==> config.mk <==
export PLATFORM = sky130hd
export DESIGN_NAME = iomem_cmd_initiator_flat
export DESIGN_NICKNAME = d
export VERILOG_FILES = /design/src/rtl/iomem_cmd_pkg.sv /design/src/rtl/iomem_cmd_initiator_if.sv /design/src/rtl/iomem_cmd_rsp_ser.sv /design/src/rtl/iomem_cmd_initiator.sv /design/src/flat_wrapper.sv
export SDC_FILE = /design/constraint.sdc
export NUM_CORES = 1
export LEC_CHECK = 0
export ABC_AREA = 0
export CORE_MARGIN = 5
export CORE_UTILIZATION = 54
export DETAILED_ROUTE_END_ITERATION = 10
export MAX_ROUTING_LAYER = met4
export PLACE_DENSITY = 0.88
export RECOVER_POWER = 50
export SYNTH_ARGS = -nofsm -noshare
export SYNTH_HDL_FRONTEND = slang
export SYNTH_SLANG_ARGS = --single-unit
==> constraint.sdc <==
create_clock -name clk -period 4 [get_ports clk]
set_input_delay 0.6 -clock clk [delete_from_list [all_inputs] [get_ports clk]]
set_output_delay 0.6 -clock clk [all_outputs]
set_load 0.005 [all_outputs]
==> src/rtl/iomem_cmd_pkg.sv <==
// Shared opcodes, status bytes, FSM states and opcode decode helpers for the iomem command initiator.
// Pure definitions: no latency, no backpressure.
package iomem_cmd_pkg;

    localparam logic [7:0] OP_READ       = 8'h52;
    localparam logic [7:0] OP_WRITE      = 8'h57;
    localparam logic [7:0] OP_WSTRB_BASE = 8'h60;

    localparam logic [7:0] ST_OK         = 8'h00;
    localparam logic [7:0] ST_TIMEOUT    = 8'hEE;
    localparam logic [7:0] ST_BADOP      = 8'h3F;

    typedef enum logic [2:0] {
        IDLE,
        ADDR,
        DATA,
        BUS,
        RSP
    } state_t;

    function automatic logic op_known(input logic [7:0] op);
        return (op == OP_READ) || (op == OP_WRITE) || (op[7:4] == OP_WSTRB_BASE[7:4]);
    endfunction

    // 0x60 decodes to a zero strobe, which is still a legal bus write.
    function automatic logic [3:0] op_wstrb(input logic [7:0] op);
        if (op == OP_WRITE)
            return 4'hF;
        else if (op[7:4] == OP_WSTRB_BASE[7:4])
            return op[3:0];
        else
            return 4'h0;
    endfunction

endpackage

==> src/rtl/iomem_cmd_initiator_if.sv <==
// Command byte stream, response byte stream and iomem initiator signals in one bundle.
// master = the initiator; slave = the command source, response sink and iomem responder.
interface iomem_cmd_initiator_if;
    logic        cmd_valid;
    logic        cmd_ready;
    logic [7:0]  cmd_data;
    logic        rsp_valid;
    logic        rsp_ready;
    logic [7:0]  rsp_data;
    logic        iomem_valid;
    logic        iomem_ready;
    logic [3:0]  iomem_wstrb;
    logic [31:0] iomem_addr;
    logic [31:0] iomem_wdata;
    logic [31:0] iomem_rdata;
    logic        busy;

    modport master (
        input  cmd_valid, cmd_data, rsp_ready, iomem_ready, iomem_rdata,
        output cmd_ready, rsp_valid, rsp_data, iomem_valid, iomem_wstrb,
               iomem_addr, iomem_wdata, busy
    );

    modport slave (
        output cmd_valid, cmd_data, rsp_ready, iomem_ready, iomem_rdata,
        input  cmd_ready, rsp_valid, rsp_data, iomem_valid, iomem_wstrb,
               iomem_addr, iomem_wdata, busy
    );
endinterface

==> src/rtl/iomem_cmd_rsp_ser.sv <==
// Response serializer: loads up to five bytes, emits them LSB first; first byte valid the cycle after load.
// Each byte is held stable while i_rsp_ready is low.
module iomem_cmd_rsp_ser (
    input  logic        clk,
    input  logic        reset,
    input  logic        i_load,
    input  logic [39:0] i_bytes,
    input  logic [2:0]  i_count,
    input  logic        i_rsp_ready,
    output logic        o_rsp_valid,
    output logic [7:0]  o_rsp_data,
    output logic        o_last
);
    logic [39:0] r_sh;
    logic [2:0]  r_cnt;
    logic        w_fire;

    assign o_rsp_valid = (r_cnt != 3'd0);
    assign o_rsp_data  = r_sh[7:0];
    assign w_fire      = o_rsp_valid & i_rsp_ready;
    assign o_last      = w_fire & (r_cnt == 3'd1);

    always_ff @(posedge clk) begin
        if (reset) begin
            r_sh  <= '0;
            r_cnt <= '0;
        end else if (i_load) begin
            r_sh  <= i_bytes;
            r_cnt <= i_count;
        end else if (w_fire) begin
            r_sh  <= {8'h00, r_sh[39:8]};
            r_cnt <= r_cnt - 3'd1;
        end
    end
endmodule

==> src/rtl/iomem_cmd_initiator.sv <==
// Byte-stream to iomem bridge: opcode + LE addr (+ LE wdata) in, one bus access, status (+ LE rdata) out.
// iomem_valid rises the cycle after the last command byte; cmd_ready is low while the bus access or response is pending.
module iomem_cmd_initiator
    import iomem_cmd_pkg::*;
#(
    parameter int TIMEOUT_CYCLES = 1024
) (
    input logic                   clk,
    input logic                   reset,
    iomem_cmd_initiator_if.master bus
);
    localparam int CW = (TIMEOUT_CYCLES > 1) ? $clog2(TIMEOUT_CYCLES) : 1;

    state_t        r_state;
    state_t        w_next;
    logic [1:0]    r_bcnt;
    logic [31:0]   r_addr;
    logic [31:0]   r_wdata;
    logic [3:0]    r_wstrb;
    logic          r_is_write;
    logic [CW-1:0] r_tcnt;

    logic          w_cmd_ready;
    logic          w_cmd_fire;
    logic          w_tmo;
    logic          w_ser_load;
    logic [39:0]   w_ser_bytes;
    logic [2:0]    w_ser_cnt;
    logic          w_ser_last;

    assign w_cmd_ready = !reset && ((r_state == IDLE) || (r_state == ADDR) || (r_state == DATA));
    assign w_cmd_fire  = bus.cmd_valid & w_cmd_ready;
    // Expiry only when ready is absent, so a ready on the last allowed cycle still completes the access.
    assign w_tmo       = (TIMEOUT_CYCLES != 0) && (r_state == BUS) && !bus.iomem_ready
                         && (r_tcnt == CW'(TIMEOUT_CYCLES - 1));

    assign bus.cmd_ready   = w_cmd_ready;
    assign bus.iomem_valid = (r_state == BUS);
    assign bus.iomem_addr  = r_addr;
    assign bus.iomem_wdata = r_wdata;
    assign bus.iomem_wstrb = r_wstrb;
    assign bus.busy        = (r_state != IDLE);

    always_ff @(posedge clk) begin
        if (reset)
            r_state <= IDLE;
        else
            r_state <= w_next;
    end

    always_comb begin
        w_next      = r_state;
        w_ser_load  = 1'b0;
        w_ser_bytes = '0;
        w_ser_cnt   = '0;
        case (r_state)
            IDLE: if (w_cmd_fire) begin
                if (op_known(bus.cmd_data)) begin
                    w_next = ADDR;
                end else begin
                    w_next      = RSP;
                    w_ser_load  = 1'b1;
                    w_ser_bytes = {32'h0, ST_BADOP};
                    w_ser_cnt   = 3'd1;
                end
            end
            ADDR: if (w_cmd_fire && (r_bcnt == 2'd3))
                w_next = r_is_write ? DATA : BUS;
            DATA: if (w_cmd_fire && (r_bcnt == 2'd3))
                w_next = BUS;
            BUS: if (bus.iomem_ready) begin
                w_next     = RSP;
                w_ser_load = 1'b1;
                if (r_is_write) begin
                    w_ser_bytes = {32'h0, ST_OK};
                    w_ser_cnt   = 3'd1;
                end else begin
                    w_ser_bytes = {bus.iomem_rdata, ST_OK};
                    w_ser_cnt   = 3'd5;
                end
            end else if (w_tmo) begin
                w_next      = RSP;
                w_ser_load  = 1'b1;
                w_ser_bytes = {32'h0, ST_TIMEOUT};
                w_ser_cnt   = 3'd1;
            end
            RSP: if (w_ser_last)
                w_next = IDLE;
            default: w_next = IDLE;
        endcase
    end

    always_ff @(posedge clk) begin
        if (reset) begin
            r_bcnt     <= '0;
            r_addr     <= '0;
            r_wdata    <= '0;
            r_wstrb    <= '0;
            r_is_write <= 1'b0;
            r_tcnt     <= '0;
        end else begin
            if (w_cmd_fire) begin
                case (r_state)
                    IDLE: begin
                        r_wstrb    <= op_wstrb(bus.cmd_data);
                        r_is_write <= (bus.cmd_data != OP_READ);
                        r_bcnt     <= 2'd0;
                    end
                    ADDR: begin
                        r_addr <= {bus.cmd_data, r_addr[31:8]};
                        r_bcnt <= r_bcnt + 2'd1;
                    end
                    DATA: begin
                        r_wdata <= {bus.cmd_data, r_wdata[31:8]};
                        r_bcnt  <= r_bcnt + 2'd1;
                    end
                    default: ;
                endcase
            end
            if ((r_state == BUS) && !bus.iomem_ready)
                r_tcnt <= r_tcnt + CW'(1);
            else
                r_tcnt <= '0;
        end
    end

    iomem_cmd_rsp_ser u_ser (
        .clk         (clk),
        .reset       (reset),
        .i_load      (w_ser_load),
        .i_bytes     (w_ser_bytes),
        .i_count     (w_ser_cnt),
        .i_rsp_ready (bus.rsp_ready),
        .o_rsp_valid (bus.rsp_valid),
        .o_rsp_data  (bus.rsp_data),
        .o_last      (w_ser_last)
    );
endmodule

==> src/flat_wrapper.sv <==
// flat-port wrapper written by rule: the top's interface ports become plain ports
module iomem_cmd_initiator_flat import iomem_cmd_pkg::*;
#(
    parameter int TIMEOUT_CYCLES = 1024
)
  (clk, reset, bus_cmd_valid, bus_cmd_data, bus_rsp_ready, bus_iomem_ready, bus_iomem_rdata, bus_cmd_ready, bus_rsp_valid, bus_rsp_data, bus_iomem_valid, bus_iomem_wstrb, bus_iomem_addr, bus_iomem_wdata, bus_busy);
  iomem_cmd_initiator_if bus_i ();
  input logic clk;
  input logic reset;
  input wire logic [$bits(bus_i.cmd_valid)-1:0] bus_cmd_valid;
  input wire logic [$bits(bus_i.cmd_data)-1:0] bus_cmd_data;
  input wire logic [$bits(bus_i.rsp_ready)-1:0] bus_rsp_ready;
  input wire logic [$bits(bus_i.iomem_ready)-1:0] bus_iomem_ready;
  input wire logic [$bits(bus_i.iomem_rdata)-1:0] bus_iomem_rdata;
  output wire logic [$bits(bus_i.cmd_ready)-1:0] bus_cmd_ready;
  output wire logic [$bits(bus_i.rsp_valid)-1:0] bus_rsp_valid;
  output wire logic [$bits(bus_i.rsp_data)-1:0] bus_rsp_data;
  output wire logic [$bits(bus_i.iomem_valid)-1:0] bus_iomem_valid;
  output wire logic [$bits(bus_i.iomem_wstrb)-1:0] bus_iomem_wstrb;
  output wire logic [$bits(bus_i.iomem_addr)-1:0] bus_iomem_addr;
  output wire logic [$bits(bus_i.iomem_wdata)-1:0] bus_iomem_wdata;
  output wire logic [$bits(bus_i.busy)-1:0] bus_busy;
  assign bus_i.cmd_valid = bus_cmd_valid;
  assign bus_i.cmd_data = bus_cmd_data;
  assign bus_i.rsp_ready = bus_rsp_ready;
  assign bus_i.iomem_ready = bus_iomem_ready;
  assign bus_i.iomem_rdata = bus_iomem_rdata;
  assign bus_cmd_ready = bus_i.cmd_ready;
  assign bus_rsp_valid = bus_i.rsp_valid;
  assign bus_rsp_data = bus_i.rsp_data;
  assign bus_iomem_valid = bus_i.iomem_valid;
  assign bus_iomem_wstrb = bus_i.iomem_wstrb;
  assign bus_iomem_addr = bus_i.iomem_addr;
  assign bus_iomem_wdata = bus_i.iomem_wdata;
  assign bus_busy = bus_i.busy;
  iomem_cmd_initiator #(.TIMEOUT_CYCLES(TIMEOUT_CYCLES)) u_core (.clk(clk), .reset(reset), .bus(bus_i));
endmodule
# Yosys cells after proc, flatten, opt, wreduce, memory -nomap -nowiden
# Cells that the tools add are included.
# op_classes
muxes	33
n_reduce_logical	22
addsub	3
bitwise	4
eq_ne	16
# ops
op	count
two-way mux 40 bit	5
case mux 40 bit (2 select lines)	1
two-way mux 3 bit	12
== test 8 x 7 -> 1 bit (second input constant)	2
case mux 3 bit (5 select lines)	1
adder 10 x 1 -> 10 bit (second input constant)	1
== test 10 bit (second input constant)	1
two-way mux 4 bit	2
two-way mux 8 bit	1
!= test 8 x 7 -> 1 bit (second input constant)	1
AND reduction 2 bit	4
two-way mux 1 bit	7
== test 3 x 1 -> 1 bit (second input constant)	2
== test 3 x 2 -> 1 bit (second input constant)	2
two-way mux 6 bit	1
!= test 2 bit (second input constant)	3
case mux 3 bit (2 select lines)	1
nonzero test 3 bit	2
AND reduction 5 bit	1
== test 4 x 3 -> 1 bit (second input constant)	1
logical AND 1 bit	4
logical OR 1 bit	4
case mux 2 bit (2 select lines)	1
nonzero test 2 bit	2
12 further kinds	16
# totals
in_bits	45
regBits	127
elab_cells	87

# Depth between registers and ports, before layout
# depth
depth_word	8
mapped_depth	8
mapped_depth_nobuf	7

# By module
# A second synthesis with hierarchy kept.
# unflattened
hier_cells	705
hier_area_um2	5880.6
# modules_own_cells
mod	cells_per_inst	area_each_um2	instances	seq_area_each_um2
iomem_cmd_initiator	450	3492.1	1	1681.6
iomem_cmd_rsp_ser	255	2388.5	1	860.8

# Least setup slack after synthesis
# No wires, ideal clock.
# synth_path
path_kind	input to output
start	in reset
end	out bus_cmd_ready
cell_stages	3
n_path_buf	2
path_slack_ns	2.167
arrival_time_ns	1.233
required_ns	3.400
cell_sequence	clkbuf_1 -> clkbuf_1 -> nor3_1
# synth_between
elab_chain_len	2
# synth_rtl
element	line_no	source
start: declaration	flat_wrapper.sv:9	input logic reset;
logical NOT 1 bit	iomem_cmd_initiator.sv:31	assign w_cmd_ready = !reset && ((r_state == IDLE) || (r_state == ADDR) || (r_state == DATA));
logical AND 1 bit	iomem_cmd_initiator.sv:31	
end: declaration	flat_wrapper.sv:15	output wire logic [$bits(bus_i.cmd_ready)-1:0] bus_cmd_ready;
# Every way passes these cells.

# Final worst setup path
# layout_path
start	reg u_core.r_state[0]
end	out bus_iomem_valid
# layout_between
elab_chain_len	1
# layout_rtl
element	line_no	source
start: declaration	iomem_cmd_initiator.sv:14	state_t r_state;
start signal: assignment	iomem_cmd_initiator.sv:48	r_state <= w_next;
== test 3 x 2 -> 1 bit	iomem_cmd_initiator.sv:38	assign bus.iomem_valid = (r_state == BUS);
end: declaration	flat_wrapper.sv:18	output wire logic [$bits(bus_i.iomem_valid)-1:0] bus_iomem_valid;
# Every way passes these cells.

==> flow_summary.ini <==
[placed_design]
dp_hpwl_mm = 9.555
dpl.cell_count = 852
port_buffers = 124
place_congestion = 0.9221

[detailed_routing]
antenna_left = 0
first_pass_iters = 5
first_iter_violations = 247
viasPerCell = 5.643
finalWirelength_mm = 14.19
vias = 4983
drc = 0
post_drt_wl_per_cell_um = 16.07

[clock_tree]
cts.repair.resized = 0
cts_tree = done
cts_hold_buf = 0
clock_path_buffers = 2
cts_setup_buffers = 0
cts_sinks = 127
clk_latency_ns = 0.51
clk_pin_slew_ns = 0.06
cts_root_buf = clkbuf_8
cts_buffers = 17
h-tree-depth = 4

[global_routing]
grt_overflow_total = 0
grt_start_max_net_pins = 78
grt.met1_usage = 0.2784
grt.met3_usage = 0.08045
met2_usage = 0.4115
grt_pass1_vias = 4950
busiest_layer = met2
antenna_found_initial = 0
grt_pass1_wl_mm = 22.80
grt_use_total = 0.2452

[timing]
max-slew-margin-rel = -0.1042
min_period_ns = 2.817
hold_viol_final = 0
max_slew.worst_pin.slew_ns = 1.656
period_share = 0.7041
timing.fmax_mhz = 355.1
setup_tns_ns = 0
worst_clock_skew_ns = 0.01240
finalSetupViolations = 0
slew_viol_final = 33
rsz0062_at_grt = false
fin_hold_ws_ns = 0.4528

[critical_path]
crit_fanout = 11
slowest_delay_ns = 0.55
cp-endpoint = bus_iomem_valid
reg2reg_slack_ns = 1.43
crit_path_start_kind = flop
cp_slowest_cell = dfxtp_1
crit_required_ns = 3.40
critPathCaptureType = primary output
r2r_start = u_core.r_state[0]
crit_arrival_ns = 2.22
r2r-end = u_core.bus.iomem_wdata[24]
path_cells = and2_0 -> nand2b_1 -> inv_2 -> clkdlybuf4s50_1
path_class = flop to primary output
worstRegToRegCells = 4
cp-startpoint = u_core.r_state[0]

[worst_hold_path]
hold_path_class = flop to flop

[status]
status = complete, but fails checks
violations = max-capacitance violations, max-slew violations

[die]
io_pins = 125
row_count = 36
start_util = 0.5525
die_x_um = 109.8
die_h_um = 109.8
core_um2 = 9729
die-area_um2 = 12050

[logic_synthesis]
syn_inst = 641
ys.flop_type = dfxtp_1
syn_area_um2 = 5375
synth_nets = 691
yosysSeqAreaShare = 0.4730
yosys.area.top_type_share = 0.4730
ys_seq_elements = 127
yosys_warnings = 0
yosys.area.top_type = dfxtp_1
yosys.cell_types.count = 50
synthArstFlopShare = 0
synth_edf_count = 0
syn-mean-instance-area_um2 = 8.386
synth_area_leaders = dfxtp_1, nand2_1, a21oi_1

[finish]
final_cells = 883
fillers = 695
syn2layout_area_growth_pct = 32.36
final_nets = 788
diodes = 0
drive_gt1_frac = 0.1000

[pwr]
switchingPower_mw = 0.9032
cellPowerDensity_nw_per_um2 = 484.7
p_clk_frac = 0.440
combPwrFrac = 0.151
power.internal_mw = 2.545
p_seq_frac = 0.409
swShare = 0.2619
p_leak_nw = 2.434
peakVddDrop_uv = 306.8

[flow_run]
drv_cap = 1
kinds of logic after synthesis:
kind of cell	Yosys count	share of synthesized area
buffers and inverters	62	0.06052
adder cells (fa/ha/maj)	5	0.01164
AND/OR/NAND/NOR	279	0.2256
flip-flops	127	0.4730
AO/OA/AOI/OAI	156	0.2086
multiplexers	3	0.006052
XOR/XNOR	9	0.01466
cell type report:
class,instances,area [um^2],area share
Sequential cell,127,2542,0.3574
Timing Repair Buffer,131,1287,0.1810
Clock inverter,13,163.9,0.02304
Tap cell,133,166.4,0.02339
Clock buffer,18,417.9,0.05874
Multi-Input combinational cell,452,2502,0.3517
Inverter,9,33.78,0.004749
state kept, by name (all words and copies together), names as in the netlist:
signal and count:
u_core.u_ser.r_cnt 3, u_core.bus.iomem_wdata 32, u_core.r_is_write 1, u_core.bus.iomem_wstrb 4, u_core.r_bcnt 2, u_core.u_ser.r_sh 40, u_core.r_state 3, u_core.r_tcnt 10
u_core.bus.iomem_addr 32
critical path, delay by kind of cell (launching register included):
kind / cells / cell delay, ns
flops: 1 / 0.55
buf+inv: 2 / 0.69
simple gates: 2 / 0.46
synthesized netlist by cell type, types with 3 or more instances:
master and count:
a211oi_1 7, or3_1 3, nand4_1 4, a211oi_2 25, ha_1 5, clkbuf_1 27, a21oi_1 73, a32oi_1 8
dfxtp_1 127, and2_1 4, a21o_1 3, nand3_1 7, and3_1 3, o21ai_1 5, nand2_1 170, nand2b_1 4
buf_4 10, buf_6 6, o21ai_0 22, nor3_1 39, buf_2 8, xnor2_1 4, inv_1 8, xor2_1 5
nor2_1 35
per-stage QoR:
stage	worst slack [ns]	utilization	instance area [um^2]	total power, mW
6_report	1.184	0.7312	7114	3.448
3_3_place_gp	1.166	0.6728	6546	1.924
4_1_cts	1.350	0.7326	7128	3.460
3_5_place_dp	1.071	0.6728	6546	1.951
2_1_floorplan	2.167	-	5375	1.803
5_1_grt	1.065	0.7312	7114	3.577
cells in the final DEF (no fill, tap or decap), drive strengths merged, types with 11 or more instances in the layout:
cell / Yosys / final
a211oi: 32 / 32
nor2: 36 / 36
clkdlybuf4s50: 0 / 102
inv: 9 / 11
o21ai: 27 / 27
clkbuf: 27 / 19
nor3: 40 / 40
a21oi: 73 / 73
dlygate4sd3: 0 / 21
nand2: 170 / 170
dfxtp: 127 / 127
power by group through the flow:
stage               sequential (mW)  clock [mW]  combinational (mW)
floorplan                      1.41           0               0.390
global placement               1.43           0               0.493
detailed placement             1.43           0               0.517
CTS                            1.41        1.53               0.524
global route                   1.42        1.59               0.569
finish                         1.41        1.52               0.521
worst min path at each step:
| stage | to | startpoint | slack, ns | depth (start not counted) |
|---|---|---|---|---|
| 2_1_floorplan | u_core.r_tcnt[0] | u_core.r_tcnt[0] | 0.44 | 1 |
| 3_3_place_gp | u_core.bus.iomem_wdata[3] | u_core.bus.iomem_wdata[3] | 0.44 | 2 |
| 3_5_place_dp | u_core.bus.iomem_addr[6] | u_core.bus.iomem_addr[6] | 0.45 | 2 |
| 4_1_cts | u_core.bus.iomem_wdata[3] | u_core.bus.iomem_wdata[3] | 0.46 | 2 |
| 5_1_grt | u_core.bus.iomem_wdata[6] | u_core.bus.iomem_wdata[6] | 0.48 | 2 |
| 6_report | u_core.bus.iomem_wdata[4] | u_core.bus.iomem_wdata[4] | 0.45 | 2 |
per-layer routing:
| layer | vias to the layer above | share of wire |
|---|---|---|
| li1 | 2393 | - |
| met1 | 2380 | 0.41 |
| met2 | 185 | 0.50 |
| met3 | 25 | 0.076 |
| met4 | 0 | 0.015 |
| met5 | - | 0 |
Note: power is estimated with default switching activity, not from simulation.
